File: src/rtl/alu_ctrl_if.sv
// ALU control handshake bundle.
// Upstream instruction side plus ALU-stage result side.
interface alu_ctrl_if;
  logic       in_valid;
  logic       in_ready;
  logic [1:0] aluop;
  logic [5:0] funct;
  logic [5:0] opcode;
  logic [3:0] selector;
  logic       out_valid;
  logic       out_ready;
  logic       illegal;
  logic       busy;

  modport master (
    output in_valid, aluop, funct, opcode, out_ready,
    input  in_ready, selector, out_valid, illegal, busy
  );

  modport slave (
    input  in_valid, aluop, funct, opcode, out_ready,
    output in_ready, selector, out_valid, illegal, busy
  );
endinterface

File: src/rtl/alu_ctrl.sv
// ALU control decode with registered selector,
// valid/ready handshake and multi-cycle MUL/DIV latency.
module alu_ctrl #(
  parameter int MUL_CYCLES = 2,
  parameter int DIV_CYCLES = 8
) (
  input logic       clk,
  input logic       reset,
  alu_ctrl_if.slave bus
);
  localparam logic [3:0] S_AND  = 4'b0000;
  localparam logic [3:0] S_OR   = 4'b0001;
  localparam logic [3:0] S_ADD  = 4'b0010;
  localparam logic [3:0] S_PASS = 4'b0011;
  localparam logic [3:0] S_XOR  = 4'b0101;
  localparam logic [3:0] S_SUB  = 4'b0110;
  localparam logic [3:0] S_SLT  = 4'b0111;
  localparam logic [3:0] S_MUL  = 4'b1000;
  localparam logic [3:0] S_DIV  = 4'b1010;
  localparam logic [3:0] S_NOR  = 4'b1100;

  localparam logic [3:0] MUL_N = 4'(MUL_CYCLES);
  localparam logic [3:0] DIV_N = 4'(DIV_CYCLES);

  typedef enum logic [1:0] {
    IDLE,
    WAIT,
    HOLD
  } state_t;

  state_t     state, state_n;
  logic [3:0] cnt, cnt_n;
  logic [3:0] sel_q, sel_n;
  logic       ill_q, ill_n;
  logic [3:0] dec_sel;
  logic [3:0] dec_n;
  logic       dec_ill;
  logic       accept;

  assign bus.in_ready = !reset &&
    (state == IDLE || (state == HOLD && bus.out_ready));
  assign accept        = bus.in_valid && bus.in_ready;
  assign bus.busy      = (state == WAIT);
  assign bus.out_valid = (state == HOLD);
  assign bus.selector  = sel_q;
  assign bus.illegal   = ill_q;

  // decode the presented instruction into selector, legality, latency
  always_comb begin
    dec_sel = S_PASS;
    dec_ill = 1'b0;
    dec_n   = 4'd1;
    unique case (bus.aluop)
      2'b00: dec_sel = S_ADD;
      2'b01: dec_sel = S_SUB;
      2'b10: begin
        case (bus.funct)
          6'b100000, 6'b100001: dec_sel = S_ADD;
          6'b100010, 6'b100011: dec_sel = S_SUB;
          6'b100100: dec_sel = S_AND;
          6'b100101: dec_sel = S_OR;
          6'b100110: dec_sel = S_XOR;
          6'b100111: dec_sel = S_NOR;
          6'b101010: dec_sel = S_SLT;
          6'b011000: begin
            dec_sel = S_MUL;
            dec_n   = MUL_N;
          end
          6'b011010: begin
            dec_sel = S_DIV;
            dec_n   = DIV_N;
          end
          default: dec_ill = 1'b1;
        endcase
      end
      2'b11: begin
        case (bus.opcode)
          6'b001000, 6'b001001: dec_sel = S_ADD;
          6'b001100: dec_sel = S_AND;
          6'b001101: dec_sel = S_OR;
          6'b001110: dec_sel = S_XOR;
          6'b001010: dec_sel = S_SLT;
          6'b001111: dec_sel = S_PASS;
          default:   dec_ill = 1'b1;
        endcase
      end
    endcase
  end

  // next state: accept, count down multi-cycle ops, retire results
  always_comb begin
    state_n = state;
    cnt_n   = cnt;
    sel_n   = sel_q;
    ill_n   = ill_q;
    unique case (state)
      IDLE, HOLD: begin
        if (accept) begin
          sel_n = dec_sel;
          ill_n = dec_ill;
          if (dec_n > 4'd1) begin
            state_n = WAIT;
            cnt_n   = dec_n - 4'd1;
          end else begin
            state_n = HOLD;
            cnt_n   = 4'd0;
          end
        end else if (state == HOLD && bus.out_ready) begin
          state_n = IDLE;
        end
      end
      WAIT: begin
        if (cnt <= 4'd1) begin
          state_n = HOLD;
          cnt_n   = 4'd0;
        end else begin
          cnt_n = cnt - 4'd1;
        end
      end
      default: begin
        state_n = IDLE;
        cnt_n   = 4'd0;
      end
    endcase
  end

  // state register with synchronous reset
  always_ff @(posedge clk) begin
    if (reset) begin
      state <= IDLE;
      cnt   <= 4'd0;
      sel_q <= 4'd0;
      ill_q <= 1'b0;
    end else begin
      state <= state_n;
      cnt   <= cnt_n;
      sel_q <= sel_n;
      ill_q <= ill_n;
    end
  end
endmodule

File: src/flat_wrapper.sv
// flat-port wrapper written by rule: the top's interface ports become plain ports
module alu_ctrl_flat 
#(
  parameter int MUL_CYCLES = 2,
  parameter int DIV_CYCLES = 8
)
  (clk, reset, bus_in_valid, bus_aluop, bus_funct, bus_opcode, bus_out_ready, bus_in_ready, bus_selector, bus_out_valid, bus_illegal, bus_busy);
  alu_ctrl_if bus_i ();
  input logic clk;
  input logic reset;
  input wire logic [$bits(bus_i.in_valid)-1:0] bus_in_valid;
  input wire logic [$bits(bus_i.aluop)-1:0] bus_aluop;
  input wire logic [$bits(bus_i.funct)-1:0] bus_funct;
  input wire logic [$bits(bus_i.opcode)-1:0] bus_opcode;
  input wire logic [$bits(bus_i.out_ready)-1:0] bus_out_ready;
  output wire logic [$bits(bus_i.in_ready)-1:0] bus_in_ready;
  output wire logic [$bits(bus_i.selector)-1:0] bus_selector;
  output wire logic [$bits(bus_i.out_valid)-1:0] bus_out_valid;
  output wire logic [$bits(bus_i.illegal)-1:0] bus_illegal;
  output wire logic [$bits(bus_i.busy)-1:0] bus_busy;
  assign bus_i.in_valid = bus_in_valid;
  assign bus_i.aluop = bus_aluop;
  assign bus_i.funct = bus_funct;
  assign bus_i.opcode = bus_opcode;
  assign bus_i.out_ready = bus_out_ready;
  assign bus_in_ready = bus_i.in_ready;
  assign bus_selector = bus_i.selector;
  assign bus_out_valid = bus_i.out_valid;
  assign bus_illegal = bus_i.illegal;
  assign bus_busy = bus_i.busy;
  alu_ctrl #(.MUL_CYCLES(MUL_CYCLES), .DIV_CYCLES(DIV_CYCLES)) u_core (.clk(clk), .reset(reset), .bus(bus_i));
endmodule
File: config.mk
export PLATFORM = sky130hd
export DESIGN_NAME = alu_ctrl_flat
export DESIGN_NICKNAME = d
export VERILOG_FILES = /design/src/rtl/alu_ctrl_if.sv /design/src/rtl/alu_ctrl.sv /design/src/flat_wrapper.sv
export SDC_FILE = /design/constraint.sdc
export NUM_CORES = 1
export LEC_CHECK = 0
export CAP_MARGIN = 10
export CORE_MARGIN = 2
export CORE_UTILIZATION = 43
export DETAILED_ROUTE_END_ITERATION = 16
export GPL_TIMING_DRIVEN = 0
export HOLD_SLACK_MARGIN = 0.02
export PLACE_DENSITY = 0.83
export SLEW_MARGIN = 0
export SYNTH_ARGS = -nofsm -noshare
export SYNTH_HDL_FRONTEND = slang
export SYNTH_SLANG_ARGS = --single-unit
File: constraint.sdc
create_clock -name clk -period 2.1 [get_ports clk]
set_input_delay 0.315 -clock clk [delete_from_list [all_inputs] [get_ports clk]]
set_output_delay 0.315 -clock clk [all_outputs]
set_load 0.03 [all_outputs]
==> impl_metrics.json <==
{
  "slew_violations": 0,
  "portBuffers": 23,
  "clkLatencyLatePin_ns": 0.29,
  "async_flop_share": 0,
  "ir_drop_mv": 0.1960,
  "hpwl_mm": 1.741,
  "firstDrtPassIters": 4,
  "finClkSkew_ns": 0.007577,
  "antenna_cells": 0,
  "min_period_ns": 2.034,
  "clkSinkCount": 11,
  "dieArea_um2": 2607,
  "ys_ff_latch": 11,
  "place.gp.congestion": 0.7715,
  "syn-num-nets": 137,
  "grt_max_degree": 11,
  "final_layout_size_suffix_gt1_frac": 0.2083,
  "startpoint_type": "input port",
  "synth_ff_type": "dfxtp_1",
  "synth_edf_count": 0,
  "ant_nets": 0,
  "detail_route.wl_per_cell_um": 14.35,
  "crit_fanout": 7,
  "start_util": 0.4432,
  "syn_area_um2": 952.2,
  "num_vias": 1055,
  "tightest_slew_ns": 0.5671,
  "syn_inst": 114,
  "numCtsBuffers": 3,
  "synth_warnings": 0,
  "cts_max_level": 1,
  "chipHeight_um": 51.06,
  "hold_viol_final": 0,
  "hold_buffers": 0,
  "syn2layout_area_growth_pct": 35.48,
  "regArea_um2": 220.2,
  "r2r_setup_slack_ns": 0.40,
  "ys_seq_area_frac": 0.2313,
  "std_cell_rows": 17,
  "antenna_found_initial": 0,
  "cp-endpoint": "u_core.cnt[3]",
  "end_kind": "register",
  "overflow": 0,
  "relSlewSlack": 0.6185,
  "p_total_w": 0.0005332,
  "yosys-top-cells-area": "dfxtp_1 (23%), ha_1 (6.6%), a21oi_1 (6.3%)",
  "status": "complete, no violations",
  "yosys.area.top_type": "dfxtp_1",
  "worstSetupPathType": "in -> reg",
  "fin_crit_sh": 0.9687,
  "setup_viol": 0,
  "dr.first_iter.drc_count": 30,
  "grt_pass1_vias": 894,
  "dp.cells": 165,
  "synth_top_area_share": 0.2313,
  "ioPinCount": 26,
  "worstPathRequired_ns": 2.31,
  "fmax_mhz": 491.6,
  "startpoint": "bus_funct[2]",
  "cap_violations": 0,
  "synth_commonest_cells": "a21oi_1 (12), dfxtp_1 (11), inv_1 (10)",
  "power_leakage_nw": 0.4878,
  "ff2ff_path_depth": 6,
  "fp.dieW_um": 51.06,
  "hold_class": "in -> reg",
  "final_nets": 168,
  "syn_area_per_cell_um2": 8.352,
  "multiInputGateArea_um2": 695.7,
  "core_um2": 2148,
  "synth.most_common_cell": "a21oi_1",
  "clk_pin_slew_ns": 0.09,
  "track_usage": 0.1957,
  "vias_per_cell": 6.134,
  "r2r_end": "u_core.state[1]",
  "cts-root-buf": "clkbuf_4",
  "wirelength_mm": 2.468,
  "final_cell_count_no_fill": 172,
  "synth_cell_types": 47,
  "p_per_area_nw_per_um2": 413.4,
  "fill_cells": 193,
  "drc_errors": 0,
  "arrival_ns": 2.24,
  "utilization": 0.6005,
  "cts_tree": "built",
  "reg2reg_from": "u_core.cnt[1]",
  "grt_pass1_wl_mm": 3.905,
  "cts_buffer_depth": 2
}
-- cells in the final DEF (no fill, tap or decap), types with 2 or more instances in the layout --
master,count
clkdlybuf4s50_1,15
a21oi_1,12
dfxtp_1,11
inv_1,10
o21ai_0,6
nand3_1,5
buf_2,4
nor2_1,4
nand3b_1,4
buf_4,4
nand2b_1,3
nor3_1,3
xnor2_1,3
a2bb2oi_1,3
a311oi_1,3
ha_1,3
clkbuf_4,3
dlygate4sd2_1,3
nor2_4,2
buf_6,2
nand2_1,2
o311ai_0,2
-- through the flow --
step / setup slack [ns] / setup TNS [ns] / hold WS (ns) / area, um2
after floorplan: 0.01429 / 0 / 0.4218 / 954.7
after global placement: -0.7646 / -3.884 / 0.4534 / 1220
after detailed placement: -0.8333 / -4.332 / 0.4636 / 1220
after CTS: -0.03665 / -0.03665 / 0.2201 / 1275
after global routing: -0.02720 / -0.05008 / 0.2213 / 1290
final: 0.06580 / 0 / 0.2205 / 1290
-- what timing repair did --
item	CTS	global route
gates resized for setup	18	14
pin swaps	2	9
endpoints found under the hold margin	0	0
setup endpoints to repair	7	5
setup buffers	1	2
-- final cells by class --
class	count	area share
multi-input combinational	87	0.5393
timing repair buffer	26	0.1814
sequential	11	0.1707
inverter	12	0.03492
tap	28	0.02716
buffer	4	0.02522
clock buffer	3	0.01746
clock inverter	1	0.003880
-- report_power, final --
part | leakage, nW | internal (W) | total (W) | switching, W
Sequential | 0.0897 | 0.000216 | 0.000221 | 0.00000486
Combinational | 0.380 | 0.0000683 | 0.000150 | 0.0000817
Clock | 0.0177 | 0.0000709 | 0.000162 | 0.0000910
-- cells by family (layout without fill, tap and decap cells) --
logic type | Yosys count | count (layout) | synth area share
buffers and inverters | 16 | 46 | 0.08147
AND/OR/NAND/NOR | 38 | 38 | 0.2668
XOR/XNOR | 3 | 3 | 0.02760
adder cells (fa/ha/maj) | 5 | 5 | 0.06570
flip-flops | 11 | 11 | 0.2313
AO/OA/AOI/OAI | 41 | 41 | 0.3272
-- how the worst min path moves through the flow --
stage,cells past startpoint,to,start
6_report,2,u_core.state[0],reset
5_1_grt,2,u_core.state[0],reset
4_1_cts,2,u_core.state[0],reset
3_5_place_dp,1,u_core.bus.selector[3],u_core.bus.selector[3]
3_3_place_gp,2,u_core.bus.illegal,u_core.bus.illegal
2_1_floorplan,1,u_core.bus.selector[1],bus_aluop[1]
-- registers in the layout (all words and copies together), names as in the netlist --
signal / cells
u_core.bus.illegal: 1
u_core.bus.selector: 4
u_core.cnt: 4
u_core.state: 2
-- per-layer routing --
metal / routed length, um / track usage / up-vias
li1: - / - / 495
met1: 1026 / 0.2500 / 509
met2: 1228 / 0.3268 / 42
met3: 136 / 0.01754 / 9
met4: 76 / 0.09910 / 0
met5: 0 / 0 / -
-- worst max-delay path, stage by stage --
cell and delay [ns]:
buf_4 0.15, nor4b_4 0.33, nand2_2 0.13, nor2_4 0.13
inv_1 0.07, or2_1 0.26, ha_2 0.20, ha_4 0.17
nor2_4 0.13, nand3b_1 0.12, a211oi_1 0.23
Power figures use the tool's default switching activity.
